### src/rtl/mem_arbiter_pkg.sv
`default_nettype none
// ============================================================================
// Module      : mem_arbiter_pkg
// Description : Shared encodings for the memory arbiter.
//               Holds the access-width codes, the arbiter state encoding and
//               a helper that tells whether a width code can be issued to
//               the byte-serial engine.
// Revision    : 1.0 - initial release
// ============================================================================
package mem_arbiter_pkg;

  // Access width codes (one-hot byte count)
  localparam logic [2:0] WIDTH_B = 3'b001;
  localparam logic [2:0] WIDTH_H = 3'b010;
  localparam logic [2:0] WIDTH_W = 3'b100;

  // Arbiter state encoding
  typedef enum logic [1:0] {
    ARB_IDLE   = 2'd0,
    ARB_BUSY_I = 2'd1,
    ARB_BUSY_D = 2'd2
  } arb_state_t;

  // Only byte, half and word accesses are issued to the engine.
  function automatic logic width_legal(input logic [2:0] w);
    return (w == WIDTH_B) || (w == WIDTH_H) || (w == WIDTH_W);
  endfunction

endpackage : mem_arbiter_pkg
`default_nettype wire

### src/rtl/mem_arbiter.sv
`default_nettype none
// ============================================================================
// Module      : mem_arbiter
// Description : Shares the byte-serial RAM engine between instruction fetch
//               and the MEM stage. Data requests win unless a fetch has
//               waited through STREAK_MAX data grants. Fetches are squashed
//               on pipeline redirect.
// Ports       : clk, rst         - clock, synchronous active-high reset
//               is_jump          - redirect, kills pending/in-flight fetch
//               if_*             - fetch request / completion
//               mem_*            - load/store request / completion
//               ctl_*            - request to and completion from engine
// Revision    : 1.0 - initial release
// ============================================================================
module mem_arbiter
  import mem_arbiter_pkg::*;
#(
  parameter int ADDR_W     = 32,
  parameter int DATA_W     = 32,
  parameter int STREAK_MAX = 4
) (
  input  logic              clk,
  input  logic              rst,
  input  logic              is_jump,
  input  logic              if_req,
  input  logic [ADDR_W-1:0] if_addr,
  output logic              if_rdy,
  output logic [DATA_W-1:0] if_data,
  input  logic              mem_req,
  input  logic [ADDR_W-1:0] mem_addr,
  input  logic [DATA_W-1:0] mem_wdata,
  input  logic [2:0]        mem_width,
  input  logic              mem_rw,
  output logic              mem_rdy,
  output logic [DATA_W-1:0] mem_rdata,
  output logic              ctl_valid,
  output logic [ADDR_W-1:0] ctl_addr,
  output logic [DATA_W-1:0] ctl_wdata,
  output logic [2:0]        ctl_width,
  output logic              ctl_rw,
  input  logic              ctl_done,
  input  logic [DATA_W-1:0] ctl_rdata
);

  localparam logic [3:0] c_STREAK_MAX = 4'(STREAK_MAX);

  arb_state_t        r_state,     w_state_nxt;
  logic [3:0]        r_streak,    w_streak_nxt;
  logic              r_squash,    w_squash_nxt;
  logic              r_if_rdy,    w_if_rdy_nxt;
  logic [DATA_W-1:0] r_if_data,   w_if_data_nxt;
  logic              r_mem_rdy,   w_mem_rdy_nxt;
  logic [DATA_W-1:0] r_mem_rdata, w_mem_rdata_nxt;
  logic              r_ctl_valid, w_ctl_valid_nxt;
  logic [ADDR_W-1:0] r_ctl_addr,  w_ctl_addr_nxt;
  logic [DATA_W-1:0] r_ctl_wdata, w_ctl_wdata_nxt;
  logic [2:0]        r_ctl_width, w_ctl_width_nxt;
  logic              r_ctl_rw,    w_ctl_rw_nxt;

  logic w_if_elig, w_mem_elig, w_grant_i, w_grant_d;

  // Zero-extend engine read data to the access width.
  function automatic logic [DATA_W-1:0] mask_rdata(input logic [DATA_W-1:0] d,
                                                   input logic [2:0]        w);
    case (w)
      WIDTH_B: mask_rdata = {{(DATA_W-8){1'b0}}, d[7:0]};
      WIDTH_H: mask_rdata = {{(DATA_W-16){1'b0}}, d[15:0]};
      default: mask_rdata = d;
    endcase
  endfunction

  // A requester sitting in its rdy cycle is still holding the request it
  // just completed, so it must not be granted again that cycle.
  assign w_if_elig  = if_req  && !r_if_rdy && !is_jump;
  assign w_mem_elig = mem_req && !r_mem_rdy;
  assign w_grant_i  = (r_state == ARB_IDLE) && w_if_elig &&
                      (!w_mem_elig || (r_streak == c_STREAK_MAX));
  assign w_grant_d  = (r_state == ARB_IDLE) && w_mem_elig && !w_grant_i;

  always_comb begin
    w_state_nxt     = r_state;
    w_squash_nxt    = r_squash;
    w_if_rdy_nxt    = 1'b0;
    w_if_data_nxt   = r_if_data;
    w_mem_rdy_nxt   = 1'b0;
    w_mem_rdata_nxt = r_mem_rdata;
    w_ctl_valid_nxt = r_ctl_valid;
    w_ctl_addr_nxt  = r_ctl_addr;
    w_ctl_wdata_nxt = r_ctl_wdata;
    w_ctl_width_nxt = r_ctl_width;
    w_ctl_rw_nxt    = r_ctl_rw;

    case (r_state)
      ARB_IDLE: begin
        if (w_grant_i) begin
          w_ctl_valid_nxt = 1'b1;
          w_ctl_addr_nxt  = if_addr;
          w_ctl_wdata_nxt = '0;
          w_ctl_width_nxt = WIDTH_W;
          w_ctl_rw_nxt    = 1'b1;
          w_squash_nxt    = 1'b0;
          w_state_nxt     = ARB_BUSY_I;
        end else if (w_grant_d) begin
          if (width_legal(mem_width)) begin
            w_ctl_valid_nxt = 1'b1;
            w_ctl_addr_nxt  = mem_addr;
            w_ctl_wdata_nxt = mem_wdata;
            w_ctl_width_nxt = mem_width;
            w_ctl_rw_nxt    = mem_rw;
            w_state_nxt     = ARB_BUSY_D;
          end else begin
            // Illegal width: answer immediately without touching the engine.
            w_mem_rdy_nxt   = 1'b1;
            w_mem_rdata_nxt = '0;
          end
        end
      end

      ARB_BUSY_I: begin
        if (is_jump) begin
          w_squash_nxt = 1'b1;
        end
        if (ctl_done) begin
          w_ctl_valid_nxt = 1'b0;
          w_state_nxt     = ARB_IDLE;
          w_squash_nxt    = 1'b0;
          // A jump on the done cycle itself also kills the result.
          if (!r_squash && !is_jump) begin
            w_if_rdy_nxt  = 1'b1;
            w_if_data_nxt = ctl_rdata;
          end
        end
      end

      ARB_BUSY_D: begin
        if (ctl_done) begin
          w_ctl_valid_nxt = 1'b0;
          w_mem_rdy_nxt   = 1'b1;
          w_mem_rdata_nxt = r_ctl_rw ? mask_rdata(ctl_rdata, r_ctl_width) : '0;
          w_state_nxt     = ARB_IDLE;
        end
      end

      default: begin
        w_state_nxt     = ARB_IDLE;
        w_ctl_valid_nxt = 1'b0;
      end
    endcase
  end

  // Streak counts data grants that overtook a waiting fetch.
  always_comb begin
    w_streak_nxt = r_streak;
    if (!if_req || w_grant_i) begin
      w_streak_nxt = '0;
    end else if (w_grant_d && (r_streak < c_STREAK_MAX)) begin
      w_streak_nxt = r_streak + 4'd1;
    end
  end

  always_ff @(posedge clk) begin
    if (rst) begin
      r_state     <= ARB_IDLE;
      r_streak    <= '0;
      r_squash    <= 1'b0;
      r_if_rdy    <= 1'b0;
      r_if_data   <= '0;
      r_mem_rdy   <= 1'b0;
      r_mem_rdata <= '0;
      r_ctl_valid <= 1'b0;
      r_ctl_addr  <= '0;
      r_ctl_wdata <= '0;
      r_ctl_width <= '0;
      r_ctl_rw    <= 1'b0;
    end else begin
      r_state     <= w_state_nxt;
      r_streak    <= w_streak_nxt;
      r_squash    <= w_squash_nxt;
      r_if_rdy    <= w_if_rdy_nxt;
      r_if_data   <= w_if_data_nxt;
      r_mem_rdy   <= w_mem_rdy_nxt;
      r_mem_rdata <= w_mem_rdata_nxt;
      r_ctl_valid <= w_ctl_valid_nxt;
      r_ctl_addr  <= w_ctl_addr_nxt;
      r_ctl_wdata <= w_ctl_wdata_nxt;
      r_ctl_width <= w_ctl_width_nxt;
      r_ctl_rw    <= w_ctl_rw_nxt;
    end
  end

  assign if_rdy    = r_if_rdy;
  assign if_data   = r_if_data;
  assign mem_rdy   = r_mem_rdy;
  assign mem_rdata = r_mem_rdata;
  assign ctl_valid = r_ctl_valid;
  assign ctl_addr  = r_ctl_addr;
  assign ctl_wdata = r_ctl_wdata;
  assign ctl_width = r_ctl_width;
  assign ctl_rw    = r_ctl_rw;

endmodule : mem_arbiter
`default_nettype wire
### config.mk
export PLATFORM = sky130hd
export DESIGN_NAME = mem_arbiter
export DESIGN_NICKNAME = d
export VERILOG_FILES = /design/src/rtl/mem_arbiter_pkg.sv /design/src/rtl/mem_arbiter.sv
export SDC_FILE = /design/constraint.sdc
export NUM_CORES = 1
export LEC_CHECK = 0
export CAP_MARGIN = 0
export CORE_ASPECT_RATIO = 1.4
export CORE_MARGIN = 2
export CORE_UTILIZATION = 41
export CTS_BUF_LIST = sky130_fd_sc_hd__clkbuf_4 sky130_fd_sc_hd__clkbuf_8 sky130_fd_sc_hd__clkbuf_16
export CTS_CLUSTER_DIAMETER = 50
export DETAILED_ROUTE_END_ITERATION = 10
export GPL_ROUTABILITY_DRIVEN = 0
export PLACE_DENSITY = 0.8
export RECOVER_POWER = 100
export SYNTH_ARGS = -nofsm -noshare
export SYNTH_HDL_FRONTEND = slang
export SYNTH_SLANG_ARGS = --single-unit
### constraint.sdc
create_clock -name clk -period 2.65 [get_ports clk]
set_clock_uncertainty 0.15 [all_clocks]
set_input_delay 0.53 -clock clk [delete_from_list [all_inputs] [get_ports clk]]
set_output_delay 0.53 -clock clk [all_outputs]
set_load 0.02 [all_outputs]
==> flow_summary.ini <==
[cts]
insertion_delay_ns = 0.40
cts_resized = 0
cts_tree = built
clock_sinks = 142
cts_root_buffer = clkbuf_16
post_cts_buffers = 0
h-tree-depth = 4
cts_buffer_depth = 2
cts_hold_buf = 0
cts_buffers = 17
clk_pin_slew_worst_paths_ns = 0.06

[critical_path]
cp_slowest_stage_delay_ns = 0.47
crit_type = input port to flop
worstSetupEndpointType = flop
crit_chain = clkdlybuf4s50_1, xor2_1, buf_4, o211ai_1, clkbuf_2, nand2_1, a311oi_1
cp.arrival_ns = 2.39
crit_fanout = 17
cp_slowest_cell = clkdlybuf4s50_1
crit_required_ns = 2.81
cp-start-kind = input port

[synthesis]
ys.flop_type = dfxtp_1
synth_compound_area_share_pct = 16.58
synthArstFlopShare_pct = 0
yosysSeqAreaShare_pct = 48.36
synth-edff-count = 0
synthSimpleGateAreaFrac_pct = 23.05
ys_ff_latch = 142
syn_avg_cell_area_um2 = 8.619
synthDistinctLibCells = 36
syn_inst = 682
synth-warning-count = 0
netlist_area_mm2 = 0.005878
synth_top_family_by_area = simple AND/OR/NAND/NOR gates
synth_xor_xnor_area_share_pct = 0.4470
syn_nets = 825
synth_mux_area_share_pct = 5.811
synth_fa_ha_area_share_pct = 1.064

[cells_and_area]
most-common-layout-cells = 233 x nand2_1, 142 x dfxtp_1, 136 x clkdlybuf4s50_1
utilization_pct = 66.68
final_common_cell = nand2_1
area_growth_pct = 58.54
nFillCells = 1162
diodes = 0
drive_gt1_share_pct = 6.933
fin_nets = 1083

[floorplanning]
die_h_um = 145.7
dieArea_mm2 = 0.01532
std_cell_rows = 51
num_io_pins = 273
die_w_um = 105.2
core-area_mm2 = 0.01397
initial_core_util_pct = 42.06

[worst_hold_path]
hold_class = flop to flop

[routing]
wl_per_cell_um = 15.11
drt_iter0_drc = 184
ant_nets = 0
vias = 5578
routed_wl_um = 17180
first_pass_iters = 6
drc = 0
routed_via_density = 4.906

[pwr]
p_leak_nw = 3.880
combPwrFrac_pct = 18.1
vdd_drop_max_mv = 0.4221
switchingPower_mw = 1.520
internal_power_mw = 4.358
pwr-share-seq_pct = 39.1
p_clk_share_pct = 42.8
p_sw_share_pct = 25.86
p_per_area_mw_per_mm2 = 630.8

[status]
outcome = finished, final reports clean

[global_routing]
grt.total_usage_pct = 22.57
grt_pass1_wl_um = 28100
grt_max_degree = 107
globalRoute.totalOverflow = 0
grt_pass1_vias = 5585
antenna_found_initial = 0

[timing]
min_period_over_period_pct = 84.52
rsz0062_at_grt = false
final_hold_viol_count = 0
worstMarginPinSlew_ns = 1.138
setup_viol = 0
slew_headroom_pct = 24.13
fmax_mhz = 446.5
finalSetupTns_ns = 0
finalCriticalPeriod_ns = 2.240
hold_ws_ns = 0.2978
slew_violations = 0

[placed_design]
dp_hpwl_um = 12310
portBuffers = 272

[job]
drv_cap = 0
[final timing paths]
| path | from | end | slack, ns | depth (start not counted) |
|---|---|---|---|---|
| worst max-delay path | mem_width[2] | ctl_addr[4]$_SDFFE_PP0P_ | 0.41 | 7 |
| worst min register to register | if_data[27]$_SDFFE_PP0P_ | if_data[27]$_SDFFE_PP0P_ | 0.30 | 2 |
| worst max register to register | r_state[0]$_SDFFE_PP0P_ | mem_rdata[25]$_SDFFE_PP0P_ | 0.42 | 7 |
| worst min-delay path | if_data[27]$_SDFFE_PP0P_ | if_data[27]$_SDFFE_PP0P_ | 0.30 | 2 |
[logic make-up (layout without fill, tap and decap cells)]
group | Yosys count | after routing
muxes | 34 | 34
adders and majority gates | 5 | 5
DFF | 142 | 142
xor gates and xnor gates | 3 | 3
AOI/OAI and AO/OA | 120 | 120
and+or+nand+nor | 323 | 323
buffers and inverters | 55 | 325
[cell usage after synthesis, drive strengths merged (2+ instances only)]
cell type  instances  area share [%]
a21oi             73             6.2
a311oi            32             8.0
a31oi              3            0.32
and3               4            0.43
and3b              3            0.45
buf               24             2.7
clkbuf            25             1.6
dfxtp            142              48
ha                 5             1.1
inv                6            0.38
mux2i             33             5.6
nand2            233              15
nand2b            36             3.8
nand3              2            0.17
nor2              37             2.4
nor2b              2            0.21
nor3               3            0.26
o21a               3            0.38
o21ai              3            0.45
xnor2              2            0.30
[sequential cells by signal (all words and copies together) (netlist names)]
signal	count
r_squash	1
mem_rdata	32
ctl_width	3
r_state	2
mem_rdy	1
ctl_valid	1
ctl_addr	32
if_data	32
if_rdy	1
ctl_wdata	32
ctl_rw	1
r_streak	4
[layout make-up]
type	instances	area (um^2)	area share, %
Clock buffer	18	432.9	4.646
Multi-Input combinational cell	485	2656	28.50
Clock inverter	13	188.9	2.027
Tap cell	185	231.5	2.484
Timing Repair Buffer	288	2944	31.59
Sequential cell	142	2843	30.50
Inverter	6	22.52	0.2417
[worst max-delay path: cells and delay by family]
| kind | cells | cell delay (ns) |
|---|---|---|
| xor+xnor | 1 | 0.20 |
| compound gates | 2 | 0.54 |
| simple gates | 1 | 0.10 |
| buf+inv | 3 | 1.02 |
[power by group through the flow]
stage	registers [mW]	clock network (mW)	logic [mW]
2_1_floorplan	2.47	0	0.463
3_3_place_gp	2.35	0	1.13
3_5_place_dp	2.35	0	1.14
4_1_cts	2.30	2.57	1.15
5_1_grt	2.31	2.66	1.14
6_report	2.30	2.52	1.06
[per-layer routing]
| layer | up-vias | wire length [um] | GRT usage, % |
|---|---|---|---|
| li1 | 2793 | - | - |
| met1 | 2575 | 6840 | 25.77 |
| met2 | 187 | 8909 | 40.23 |
| met3 | 23 | 1077 | 5.822 |
| met4 | 0 | 351 | 8.067 |
| met5 | - | 0 | 0 |
[through the flow]
stage	setup slack, ns	cell area [um^2]	total power [mW]	cells
finish	0.4102	9319	5.878	1137
global route	0.1754	9319	6.119	1137
CTS	0.4513	9440	6.023	1137
detailed placement	0.1773	8818	3.491	1106
global placement	0.1959	8818	3.478	1106
floorplan	0.8120	5878	2.933	682
(Power assumes the default switching activity.)
